===== config.mk =====
export PLATFORM = sky130hd
export DESIGN_NAME = uart_rx_fifo
export DESIGN_NICKNAME = d
export VERILOG_FILES = /design/src/rtl/uart_rx_fifo.sv
export SDC_FILE = /design/constraint.sdc
export NUM_CORES = 1
export LEC_CHECK = 0
export ABC_AREA = 1
export BUFFER_PORTS_ARGS = -buffer_cell sky130_fd_sc_hd__buf_2
export CORE_UTILIZATION = 59
export DETAILED_ROUTE_END_ITERATION = 10
export HOLD_SLACK_MARGIN = 0.06
export PLACE_DENSITY = 0.83
export SLEW_MARGIN = 5
export SYNTH_ARGS = -nofsm -noshare
export SYNTH_HDL_FRONTEND = slang
export SYNTH_SLANG_ARGS = --single-unit

===== constraint.sdc =====
create_clock -name clk50m -period 3.3 [get_ports clk50m]
set_clock_uncertainty 0.05 [all_clocks]
set_input_delay 0.33 -clock clk50m [delete_from_list [all_inputs] [get_ports clk50m]]
set_output_delay 0.33 -clock clk50m [all_outputs]
set_load 0.1 [all_outputs]

===== src/rtl/uart_rx_fifo.sv =====
// uart_rx_fifo: turns UART receiver level flags into byte pushes and error
// events, buffering bytes in a first-word-fall-through FIFO.
//
// Ports:
//   clk50m    system clock, rising edge
//   rst       synchronous reset, active-high (priority over clear)
//   rx_data   received byte, valid while rx_ready is high
//   rx_ready  receiver "byte done" level flag (rising edge = push)
//   rx_error  receiver "framing error" level flag (rising edge = error)
//   clear     synchronous flush of FIFO and statistics
//   m_data    head-of-FIFO byte, meaningful while m_valid
//   m_valid   FIFO not empty
//   m_ready   consumer takes m_data this cycle
//   level     number of stored bytes, 0..DEPTH
//   full      level == DEPTH
//   overflow  sticky: a byte was dropped because the FIFO was full
//   err_cnt   saturating count of framing errors
module uart_rx_fifo #(
    parameter int DEPTH = 16,
    parameter int ERR_W = 8
) (
    input  logic                   clk50m,
    input  logic                   rst,
    input  logic [7:0]             rx_data,
    input  logic                   rx_ready,
    input  logic                   rx_error,
    input  logic                   clear,
    output logic [7:0]             m_data,
    output logic                   m_valid,
    input  logic                   m_ready,
    output logic [$clog2(DEPTH):0] level,
    output logic                   full,
    output logic                   overflow,
    output logic [ERR_W-1:0]       err_cnt
);

    localparam int AW = $clog2(DEPTH);

    logic [AW:0] wr_ptr;
    logic [AW:0] rd_ptr;
    logic [7:0]  mem [DEPTH];

    logic rdy_q;
    logic err_q;
    logic push;
    logic err_ev;
    logic pop;
    logic wr_en;
    logic flush;

    // Reset forces the history high so a flag already asserted when
    // reset releases is not mistaken for a fresh edge. clear leaves the
    // history sampling so it cannot manufacture an event either.
    always_ff @(posedge clk50m) begin
        if (rst) begin
            rdy_q <= 1'b1;
            err_q <= 1'b1;
        end else begin
            rdy_q <= rx_ready;
            err_q <= rx_error;
        end
    end

    assign push   = rx_ready & ~rdy_q;
    assign err_ev = rx_error & ~err_q;
    assign flush  = rst | clear;

    // Extra pointer bit distinguishes full from empty.
    assign m_valid = (wr_ptr != rd_ptr);
    assign full    = ((wr_ptr ^ rd_ptr) == {1'b1, {AW{1'b0}}});
    assign level   = wr_ptr - rd_ptr;
    assign m_data  = mem[rd_ptr[AW-1:0]];

    // A pop in the same cycle frees the slot a full-FIFO push needs.
    assign pop   = m_valid & m_ready;
    assign wr_en = push & (~full | pop);

    always_ff @(posedge clk50m) begin
        if (flush) begin
            wr_ptr   <= '0;
            rd_ptr   <= '0;
            overflow <= 1'b0;
        end else begin
            if (wr_en) begin
                wr_ptr <= wr_ptr + 1'b1;
            end
            if (pop) begin
                rd_ptr <= rd_ptr + 1'b1;
            end
            if (push & ~wr_en) begin
                overflow <= 1'b1;
            end
        end
    end

    always_ff @(posedge clk50m) begin
        if (~flush & wr_en) begin
            mem[wr_ptr[AW-1:0]] <= rx_data;
        end
    end

    always_ff @(posedge clk50m) begin
        if (flush) begin
            err_cnt <= '0;
        end else if (err_ev && (err_cnt != {ERR_W{1'b1}})) begin
            err_cnt <= err_cnt + 1'b1;
        end
    end

endmodule


## Word level (Yosys, flattened, before mapping)

Memory sizes are Yosys's and may differ from the RTL's. A register that Yosys moved wholly into a read port is not among the register bits.
Cells that the tools add are included.

- Register bits after elaboration: 21
- Bits in latches: 0
- Bits in writable memories: 128
- Memory bits (read-only): 0
- Input bits: 14
- Output and inout port bits: 24
- Memories: 1

Memories:

| name | depth | bits a word | read ports | clocked after memory_dff | wr ports | line | source |
|---|---|---|---|---|---|---|---|
| mem | 16 | 8 | 1 | 1 | 1 | 41 | `logic [7:0] mem [DEPTH];` |

- Add/subtract/negate cells: 4
- $mul: 0
- Divide/modulo/power cells: 0
- Order comparisons: 0
- Equal/unequal tests: 3
- Shifts and indexed selects: 0
- Mux-type cells: 4
- Bitwise operators: 14
- Reductions and logical operators: 1

Operator list:

| cell | number |
|---|---|
| $add 5x1->5 const B | 2 |
| $add 8x1->8 const B | 1 |
| $mux 4 | 2 |
| $ne 8x8->1 const B | 1 |
| $and 1x1->1 | 6 |
| $eq 5x5->1 const B | 1 |
| $ne 5x5->1 | 1 |
| $not 1->1 | 5 |
| $sub 5x5->5 | 1 |
| $xor 5x5->5 | 1 |
| $mux 1 | 2 |
| $or 1x1->1 | 2 |
| $logic_and 1x1->1 | 1 |

## Depth between registers and ports, before layout

- Depth in word-level cells: 8
- Gate-level depth with buffers: 10

## Least setup slack after synthesis

OpenSTA, ideal clock, no wires.

- Path type: register -> output
- Start point: reg wr_ptr[0]
- End point: out level[4]
- Arrival time: 2725 ps
- Data required time: 2920 ps
- Setup slack: 195 ps
- Cell stages (with the launch flop): 6
- Buffers on the path: 0
- Path through: dfxtp_1 -> inv_1 -> ha_1 -> fa_1 -> o21a_1 -> xor2_1

- Word-level cells in the longest chain between the ends: 1

RTL lines:

| element | line | source |
|---|---|---|
| start, declared | 39 | `logic [AW:0] wr_ptr;` |
| start signal, assigned | 85 | `wr_ptr <= wr_ptr + 1'b1;` |
| $sub 5x5->5 | 71 | `assign level = wr_ptr - rd_ptr;` |
| end, declared | 31 | `output logic [$clog2(DEPTH):0] level,` |

Every way passes these cells.

==> run metrics <==
status=completed; Max stage delay on crit path=0.62 ns; Clock Latency Late Sink=0.41 ns; critical path cell sequence=buf_4 -> inv_2 -> o211ai_1 -> nand3_1 -> nand3_1 -> nand2_1 -> buf_2; Syn Std Cell Area=6740 sq um; DR vias=4,851; Vias/cell=5.67; grt ovf=0; post-synthesis sequential area ratio=64.5%; die height=109 um; CTS Sinks=153; critical path launch point type=register; Synth top area share=57.0%; Syn Area/Cell=10.2 sq um; WP data arrival=2.54 ns; final setup fails=0; Clock Root Buffer=clkbuf_16; ys async rst share=0%; vias in the first global route=4,721; P per Cell Area=551 nW/um^2; synthesis warning total=0; total die area=11,900 sq um; Nets=729; row count=38; clock transition at the registers of the reported paths=0.06 ns; unrepaired setup endpoints after global routing=false; Clock Tree Buf Depth=2; Fmax achieved=343 MHz; Critical Path RT=2.92 ns; post-detailed-routing wire length=14.9 mm; share of layout cells above drive strength 1=12.6%; CP Class=register to output pin; Critical Path End Type=output pin; Die W=109 um; Num CTS Buffers=17; slew margin rel.=42.9%; Finished Layout Cells=856; setup TNS=0 ns; min-delay worst type=input port to register; min Tclk post-route=2.92 ns; DRC viols=0; Final Power=4.20 mW; fin crit share=88.3%; first-pass GRT wire length=23.6 mm; initial antenna violation count=0; HPWL after DPL=9.33 mm; FF-to-FF setup slack=0.75 ns; Final GP Congestion=0.826; antenna viol nets, final=0; Initial Util=61.4%; CTS tree=done; post-synthesis register bit count=153; Antenna Cells=0; Ports=38; Worst Tran Pin Value=0.855 ns; Top FF cell, synth=edfxtp_1; post-synthesis cell count=663; slowest CP cell=inv_2; core box area=11,000 sq um; CTS H-tree lvls=4; Area contributors post-synth=edfxtp_1, nand2_1, dfxtp_1, nand3_1, nor2_1; DR pass1 iterations=5; Leakage=3.00 nW; Layout Area Growth over Synthesis=13.0%; Crit Path Max Fanout=51; max_cap viols=0; VDD IR max=354 uV; post-CTS setup buffer count=0; post-synth cell types=30; Net Count, Synth=688; Hold Vio Cnt, Final=0; most used cell, CP=nand3_1; number of flops mapped to enable cells by yosys=128; cell taking the most area after synthesis=edfxtp_1; Placed Instances=823; largest net degree at the start of global routing=78; Total GRT Usage=27.5%; DR iter-0 viols=388; IO Port Bufs=37; wire per inst=17.4 um; Slew Limit Fails=0
## timing repair
| action | CTS | global route |
|---|---|---|
| gates resized for setup | 0 | 0 |
| hold buffers | 2 | 0 |
| endpoints found under the hold margin | 2 | 0 |
## path summary, 6_finish.rpt
kind | from | end | cells after the start
min | rst | err_q$_SDFF_PP1_ | 3
max | register | m_data[1] | 7
min reg2reg | overflow$_SDFFE_PP0P_ | overflow$_SDFFE_PP0P_ | 2
max reg2reg | wr_ptr[0]$_SDFFE_PP0N_ | mem[1][2]$_DFFE_PP_ | 7
## per-layer routing
metal / GRT usage, % / vias to the layer above / share of wire (%)
met5: 0 / - / 0
met4: 13.4 / 0 / 3.0
met3: 5.02 / 35 / 5.7
met2: 46.7 / 199 / 50
met1: 33.8 / 2313 / 42
li1: - / 2304 / -
## Yosys cell counts, types with 3 or more instances
master and number:
o211ai_1 13, o21ai_0 19, buf_6 4, nand3_1 73, nor2_1 74, o21ai_1 3, a21oi_1 13, ha_1 10
clkbuf_1 6, nand2_2 4, inv_1 58, nand2_1 183, dfxtp_1 25, xor2_1 7, nand4_1 9, edfxtp_1 128
buf_2 16
## area by class of cell
type,instances,area [sq um]
clock buffers,18,429
clock inverters,13,155
fillers,790,3360
inverters,61,231
multi-input cells,421,2000
flip-flops and latches,153,4350
well taps,140,175
repair buffers,50,288
## critical path: cells and delay by family, from the launching register on
family          cells  cell delay, ns
flops               1            0.29
compound gates      1            0.22
buf+inv             3            1.22
simple gates        3            0.37
## stage by stage
| stage | instance area, sq um | worst slack, ns | hold slack (ns) | utilization, % |
|---|---|---|---|---|
| floorplan | 6740 | 0.195 | 0.377 | - |
| global placement | 7020 | 0.940 | 0.387 | 63.9 |
| detailed placement | 7020 | 0.814 | 0.401 | 63.9 |
| CTS | 7620 | 0.376 | 0.0651 | 69.4 |
| global route | 7620 | 0.251 | 0.0877 | 69.4 |
| finish | 7620 | 0.385 | 0.0800 | 69.4 |
## layout by cell type, fill, tap and decap left out, types with 2 or more instances in the layout
master and n:
clkinvlp_4 4, nand2_2 4, o21ai_1 3, clkbuf_16 17, o21ai_0 19, buf_4 11
a21oi_1 13, ha_1 10, nor3_1 2, nand2_1 183, dlygate4sd3_1 2, clkinv_4 2
inv_2 2, edfxtp_1 128, nand2_4 2, clkinv_1 2, nor2_2 2, nor2_1 74
clkinv_2 2, nand3b_1 2, dfxtp_1 24, buf_2 37, nand3_1 73, bufinv_16 3
o211ai_1 13, xor2_1 7, inv_1 58, nand4_1 9
## flip-flops by register name, indices dropped and copies added, names as in the netlist, named ones only
signal    flops
rd_ptr        5
wr_ptr        5
rdy_q         1
err_cnt       8
overflow      1
mem         128
err_q         1
## power by group
part	switching, mW	internal [mW]	leakage, nW
registers	0.00327	2.09	1.35
clock network	0.744	1.18	0.273
logic	0.146	0.0362	1.38
total	0.893	3.31	3.00
## cells by family after synthesis
logic type               share of synthesized area (%)
AND/OR/NAND/NOR                                   22.3
flip-flops                                        64.5
buffers and inverters                             5.94
AO/OA/AOI/OAI                                     4.16
adder cells (fa/ha/maj)                           2.15
XOR/XNOR                                          1.04
No activity file was read; power rests on OpenSTA's default activity.
